--- src/rtl/ecc_scrub_reader.sv ---
// Background scrubber: sweeps every word of a Hamming(12,8)-protected memory, reports and counts errors.
// Define ECC_SCRUB_WRITEBACK_EN to write corrected words back; otherwise errors are report-only.
module ecc_scrub_reader #(
    parameter int ADDR_WIDTH   = 10,
    parameter int WIDTH        = 8,
    parameter int CODE_WIDTH   = 12,
    parameter int READ_LATENCY = 2
) (
    input  logic                  i_clk,
    input  logic                  i_rst,
    input  logic                  i_start,
    output logic                  o_busy,
    output logic                  o_done,
    output logic                  o_en,
    output logic                  o_we,
    output logic [ADDR_WIDTH-1:0] o_addr,
    output logic [CODE_WIDTH-1:0] o_din,
    input  logic [CODE_WIDTH-1:0] i_dout,
    output logic                  o_err_valid,
    output logic [ADDR_WIDTH-1:0] o_err_addr,
    output logic                  o_err_uncorr,
    output logic [15:0]           o_corr_cnt,
    output logic [15:0]           o_uncorr_cnt
);

`ifdef ECC_SCRUB_WRITEBACK_EN
    localparam bit WB_EN = 1'b1;
`else
    localparam bit WB_EN = 1'b0;
`endif

    localparam int                    PARITY_BITS = CODE_WIDTH - WIDTH;
    localparam logic [ADDR_WIDTH-1:0] LAST_ADDR   = '1;
    localparam logic [1:0]            WAIT_LAST   = 2'(READ_LATENCY >= 2 ? READ_LATENCY - 2 : 0);

    typedef enum logic [2:0] {IDLE, READ, WAIT, CHECK, WB, DONE} state_t;

    state_t                  state_q, state_d;
    logic [ADDR_WIDTH-1:0]   addr_q, addr_d;
    logic [1:0]              wait_q, wait_d;
    logic [CODE_WIDTH-1:0]   code_q, code_d;
    logic [15:0]             corr_q, corr_d;
    logic [15:0]             uncorr_q, uncorr_d;

    logic [PARITY_BITS-1:0]  syn;
    logic [CODE_WIDTH-1:0]   corrected;
    logic                    advance, busy, done, en, we, err_valid, err_uncorr;

    // Syndrome is the XOR of the Hamming positions (1-based) of every set bit.
    always_comb begin
        syn       = '0;
        corrected = i_dout;
        for (int p = 1; p <= CODE_WIDTH; p++) begin
            if (i_dout[p-1]) syn = syn ^ PARITY_BITS'(p);
        end
        for (int p = 1; p <= CODE_WIDTH; p++) begin
            if (syn == PARITY_BITS'(p)) corrected[p-1] = ~i_dout[p-1];
        end
    end

    // NOTE: every signal gets a default before the case so no path can infer a latch.
    always_comb begin
        state_d    = state_q;
        addr_d     = addr_q;
        wait_d     = wait_q;
        code_d     = code_q;
        corr_d     = corr_q;
        uncorr_d   = uncorr_q;
        advance    = 1'b0;
        busy       = 1'b0;
        done       = 1'b0;
        en         = 1'b0;
        we         = 1'b0;
        err_valid  = 1'b0;
        err_uncorr = 1'b0;

        case (state_q)
            IDLE: begin
                if (i_start) begin
                    addr_d   = '0;
                    corr_d   = '0;
                    uncorr_d = '0;
                    state_d  = READ;
                end
            end
            READ: begin
                busy    = 1'b1;
                en      = 1'b1;
                wait_d  = '0;
                state_d = (READ_LATENCY == 1) ? CHECK : WAIT;
            end
            WAIT: begin
                busy = 1'b1;
                if (wait_q == WAIT_LAST) state_d = CHECK;
                else                     wait_d  = wait_q + 2'd1;
            end
            CHECK: begin
                busy   = 1'b1;
                code_d = corrected;
                if (syn == '0) begin
                    advance = 1'b1;
                end else if (syn > PARITY_BITS'(CODE_WIDTH)) begin
                    err_valid  = 1'b1;
                    err_uncorr = 1'b1;
                    uncorr_d   = (uncorr_q == 16'hFFFF) ? uncorr_q : uncorr_q + 16'd1;
                    advance    = 1'b1;
                end else begin
                    err_valid = 1'b1;
                    corr_d    = (corr_q == 16'hFFFF) ? corr_q : corr_q + 16'd1;
                    if (WB_EN) state_d = WB;
                    else       advance = 1'b1;
                end
            end
            WB: begin
                busy    = 1'b1;
                en      = 1'b1;
                we      = WB_EN;
                advance = 1'b1;
            end
            DONE: begin
                done    = 1'b1;
                state_d = IDLE;
            end
            default: state_d = IDLE;
        endcase

        if (advance) begin
            if (addr_q == LAST_ADDR) begin
                state_d = DONE;
            end else begin
                addr_d  = addr_q + 1'b1;
                state_d = READ;
            end
        end
    end

    always_ff @(posedge i_clk) begin
        if (i_rst) begin
            state_q  <= IDLE;
            addr_q   <= '0;
            wait_q   <= '0;
            code_q   <= '0;
            corr_q   <= '0;
            uncorr_q <= '0;
        end else begin
            state_q  <= state_d;
            addr_q   <= addr_d;
            wait_q   <= wait_d;
            code_q   <= code_d;
            corr_q   <= corr_d;
            uncorr_q <= uncorr_d;
        end
    end

    // NOTE: outputs are masked by reset so a write-back cut off by reset never reaches memory.
    assign o_busy       = busy & ~i_rst;
    assign o_done       = done & ~i_rst;
    assign o_en         = en & ~i_rst;
    assign o_we         = we & ~i_rst;
    assign o_addr       = i_rst ? '0 : addr_q;
    assign o_din        = i_rst ? '0 : code_q;
    assign o_err_valid  = err_valid & ~i_rst;
    assign o_err_addr   = i_rst ? '0 : addr_q;
    assign o_err_uncorr = err_uncorr & ~i_rst;
    assign o_corr_cnt   = i_rst ? '0 : corr_q;
    assign o_uncorr_cnt = i_rst ? '0 : uncorr_q;

endmodule
--- config.mk ---
export PLATFORM = sky130hd
export DESIGN_NAME = ecc_scrub_reader
export DESIGN_NICKNAME = d
export VERILOG_FILES = /design/src/rtl/ecc_scrub_reader.sv
export SDC_FILE = /design/constraint.sdc
export NUM_CORES = 1
export LEC_CHECK = 0
export ABC_AREA = 0
export CAP_MARGIN = 40
export CORE_MARGIN = 2
export CORE_UTILIZATION = 53
export CTS_BUF_LIST = sky130_fd_sc_hd__clkbuf_2 sky130_fd_sc_hd__clkbuf_4 sky130_fd_sc_hd__clkbuf_8
export CTS_CLUSTER_SIZE = 25
export DETAILED_ROUTE_END_ITERATION = 12
export PLACE_DENSITY = 0.93
export SYNTH_ARGS = -nofsm -noshare
export SYNTH_HDL_FRONTEND = slang
export SYNTH_SLANG_ARGS = --single-unit
--- constraint.sdc ---
create_clock -name i_clk -period 3.2 [get_ports i_clk]
set_input_delay 0.96 -clock i_clk [delete_from_list [all_inputs] [get_ports i_clk]]
set_output_delay 0.96 -clock i_clk [all_outputs]
set_load 0.02 [all_outputs]
==> impl_results.rst <==
.. list-table::
   :header-rows: 1

   * - Metric
     - Value
   * - Share of total power in sequential cells
     - 0.335
   * - Power, Total
     - 2350 µW
   * - Routability congestion estimate
     - roughly 0.94
   * - Number of endpoints failing setup at the final stage
     - 1
   * - Unrepaired setup endpoints after global routing
     - yes
   * - Hold-fix buffers, CTS
     - 0
   * - Final Slew Violations
     - 0
   * - Worst clock skew on the final layout
     - between 0.009 and 0.01 ns
   * - Initial standard-cell utilization of the core
     - 0.554
   * - Post-route DRC
     - 0
   * - Leading cell types in the layout, fill and taps excluded
     - 63 x sky130_fd_sc_hd__clkdlybuf4s50_1, 59 x sky130_fd_sc_hd__dfxtp_1, 54 x sky130_fd_sc_hd__nor2_1
   * - Drt total wl
     - 10.6 mm
   * - Run status
     - finished, violations left
   * - Later-pin clock latency in the skew report
     - 0.35 ns
   * - PnR worst setup slack
     - -0.0124 ns
   * - Area growth from synthesis to layout
     - 40.8%
   * - Final clock period utilization by the worst path
     - 1.00
   * - Synth Flop Type
     - sky130_fd_sc_hd__dfxtp_1
   * - Number of cells traversed by the worst hold path
     - 2
   * - Required time of the worst setup path
     - 2.24 ns
   * - Number of violations reported at the end of detailed-routing iteration 0
     - ~200
   * - Total Die Area
     - approximately 8000 µm²
   * - Power per cell area
     - around 440 nW/µm²
   * - Kind of start point of the critical path
     - primary input
   * - Switching pwr
     - around 760 µW
   * - Number of diodes
     - 0
   * - Max-cap violations
     - 0
   * - Clock tree from TritonCTS
     - built
   * - Worst Setup Path Type
     - in2out
   * - Final hold slack
     - approximately 0.5 ns
   * - Static leakage
     - ~0.002 µW
   * - Number of levels in the clock H-tree
     - 3
   * - Slowest stage delay, CP
     - 0.39 ns
   * - Flops & latches, synth
     - between 50 and 60
   * - Slowest stage cell on the critical path
     - sky130_fd_sc_hd__xnor2_2
   * - Worst slack at placement
     - -0.980 ns
   * - Proportion of register bits with asynchronous set or reset after synthesis
     - 0
   * - Antenna viol nets, final
     - 0
   * - Crit path cell chain
     - clkdlybuf4s15_2, xnor2_2, xnor2_4, o211ai_4, nor3_4, buf_6
   * - Global-route wire length before repair
     - around 17 mm
   * - Proportion of total power due to net switching
     - 0.325
   * - Post-synth net total
     - between 400 and 500
   * - Via count of the first global-routing pass
     - between 3000 and 4000
   * - Pin count of the biggest net entering global routing
     - 34
   * - First drt pass iteration count
     - 4
   * - Combinational fraction of design power
     - 0.334
   * - Min-delay worst type
     - reg2reg
   * - Total placed instance area
     - 4950 µm²
   * - Placeable Area
     - 6870 µm²
   * - Number of placed I/O pins
     - 85
   * - Worst endpoint data arrival time
     - between 2 and 2.5 ns
   * - Depth of the most critical reg-to-reg path
     - 8
   * - Gate count of the mapped netlist
     - roughly 480
   * - Number of antenna violations at the first check in global routing
     - 0
   * - Shortest clock period the worst path allows after layout
     - 3.21 ns
   * - Number of vias per cell
     - approximately 5.8
   * - Violated checks
     - negative setup slack
   * - Die span in y
     - between 80 and 90 µm
   * - Sinks on Clock Net
     - 59
   * - EDFF count, synth
     - 0
   * - Critical path endpoint category
     - primary output
   * - GRT Resource Usage Total
     - 0.278
   * - Clock power share
     - 0.331
   * - Mapped cell area
     - about 3800 µm²
   * - Count of unique library cells instantiated by Yosys
     - 58
   * - Final hold vios
     - 0
   * - Row Count
     - 30
   * - Internal Power
     - between 1500 and 2000 µW
   * - Half-perimeter wire length after detailed placement
     - 7.07 mm
   * - Highest clock rate
     - between 300 and 400 MHz
   * - Root Driver
     - sky130_fd_sc_hd__clkbuf_8
   * - Vias
     - 3991
   * - Maximum net fanout on the critical path
     - 3
   * - Clock-pin transition on the worst setup and hold timing paths
     - 0.06 ns
   * - Number of warnings issued by yosys
     - 0
   * - Post-Synthesis Mean Instance Area
     - 8.02 µm²
   * - Count of buffers from port buffering
     - 83
   * - Register area share after synthesis
     - 0.310
   * - Commonest non-fill, non-tap cell in the layout
     - sky130_fd_sc_hd__clkdlybuf4s50_1
   * - Worst-case vdd ir drop
     - roughly 0.26 mV
   * - Sum of overflow across all layers after global routing
     - 0
   * - Die span in x
     - 88.8 µm
   * - Inserted Clock Buffers
     - 9
   * - Final Net Count
     - 608
   * - Share of layout cells above drive strength 1
     - 0.190
   * - Post-Layout Inst Area
     - approximately 5400 µm²
   * - Routed wire length per instance
     - around 15 µm
   * - Max Root-Sink Buffers
     - 2
   * - Actual slew at the worst max-slew pin
     - 0.651 ns
   * - Worst slew margin relative to its limit
     - 0.565
[worst paths after layout]
path,from,end,slack [ns]
setup / recovery,i_dout[5],o_err_uncorr,-0.01
hold / removal,code_q[5],code_q[5],0.50
setup reg to reg,corr_q[0],corr_q[11],0.42
hold reg to reg,code_q[5],code_q[5],0.50
[cell usage after synthesis, types with 5 or more instances]
master | number | area (µm²)
sky130_fd_sc_hd__inv_1 | 8 | 30.0
sky130_fd_sc_hd__a21oi_1 | 29 | 145
sky130_fd_sc_hd__nand4_1 | 6 | 37.5
sky130_fd_sc_hd__nand2b_1 | 5 | 31.3
sky130_fd_sc_hd__o21ai_0 | 18 | 90.1
sky130_fd_sc_hd__nor2b_1 | 53 | 332
sky130_fd_sc_hd__nand2_1 | 35 | 131
sky130_fd_sc_hd__a211oi_1 | 13 | 97.6
sky130_fd_sc_hd__or3_1 | 17 | 106
sky130_fd_sc_hd__buf_4 | 14 | 105
sky130_fd_sc_hd__or4_1 | 12 | 90.1
sky130_fd_sc_hd__clkbuf_1 | 15 | 56.3
sky130_fd_sc_hd__nor2_1 | 54 | 203
sky130_fd_sc_hd__dfxtp_1 | 59 | 1180
sky130_fd_sc_hd__and3_1 | 6 | 37.5
sky130_fd_sc_hd__nand3_1 | 15 | 75.1
sky130_fd_sc_hd__o31ai_1 | 9 | 67.6
sky130_fd_sc_hd__nor3_1 | 10 | 50.1
sky130_fd_sc_hd__xnor2_1 | 21 | 184
sky130_fd_sc_hd__xor2_1 | 10 | 87.6
[sequential cells by signal, indices dropped and copies added (netlist names)]
register / flops
corr_q: 16
addr_q: 10
state_q: 3
wait_q: 2
uncorr_q: 16
code_q: 12
[routing by layer]
layer | routed length [µm] | global-route usage | vias up
met4 | 295 | 0.143 | 0
met5 | 0 | 0 | -
met2 | 5270 | 0.450 | 186
met1 | 4300 | 0.344 | 1894
li1 | - | - | 1881
met3 | 738 | 0.0662 | 30
[power groups by stage]
stage / registers (µW) / logic, µW / clock network, µW
final: 788 / 785 / 778
after global placement: 802 / 673 / 0
after floorplan: 800 / 431 / 0
after CTS: 788 / 735 / 777
after detailed placement: 804 / 692 / 0
after global routing: 791 / 842 / 809
[final cells by class]
cell class,instances,area [µm²]
clock inverters,5,77.6
clock buffers,11,139
flip-flops and latches,59,1180
well taps,96,120
inverters,8,30.0
multi-input cells,372,2530
repair buffers,139,1290
fillers,433,1510
[through the flow]
step                std cells  utilization  setup TNS (ns)
floorplan                 475            -               0
global placement          664        0.721           -9.80
detailed placement        664        0.721          -11.27
CTS                       686        0.768          -0.194
global route              690        0.781         -0.0876
finish                    690        0.781         -0.0124
[worst max-delay path: cells and delay by family]
kind | cells | cell delay [ns]
AO/OA/AOI/OAI | 1 | 0.11
buffers and inverters | 2 | 0.39
AND/OR/NAND/NOR | 1 | 0.22
XOR/XNOR | 2 | 0.57
[cell families (layout without fill, tap and decap cells)]
family / Yosys count / after routing / share of synthesized area
and+or+nand+nor: 230 / 230 / 0.320
AOI/OAI and AO/OA: 96 / 96 / 0.171
adders and majority gates: 4 / 4 / 0.0131
other: 1 / 1 / 0.000985
muxes: 2 / 2 / 0.00526
xor gates and xnor gates: 39 / 39 / 0.120
buffers and inverters: 44 / 163 / 0.0598
DFF: 59 / 59 / 0.310
[what timing repair did]
item | in CTS | in global routing
cloned | 0 | 0
resized for setup | 58 | 30
pin swaps | 14 | 12
endpoints found under the setup margin | 13 | 7
setup buffers | 6 | 4
No activity file was read; power rests on OpenSTA's default activity.
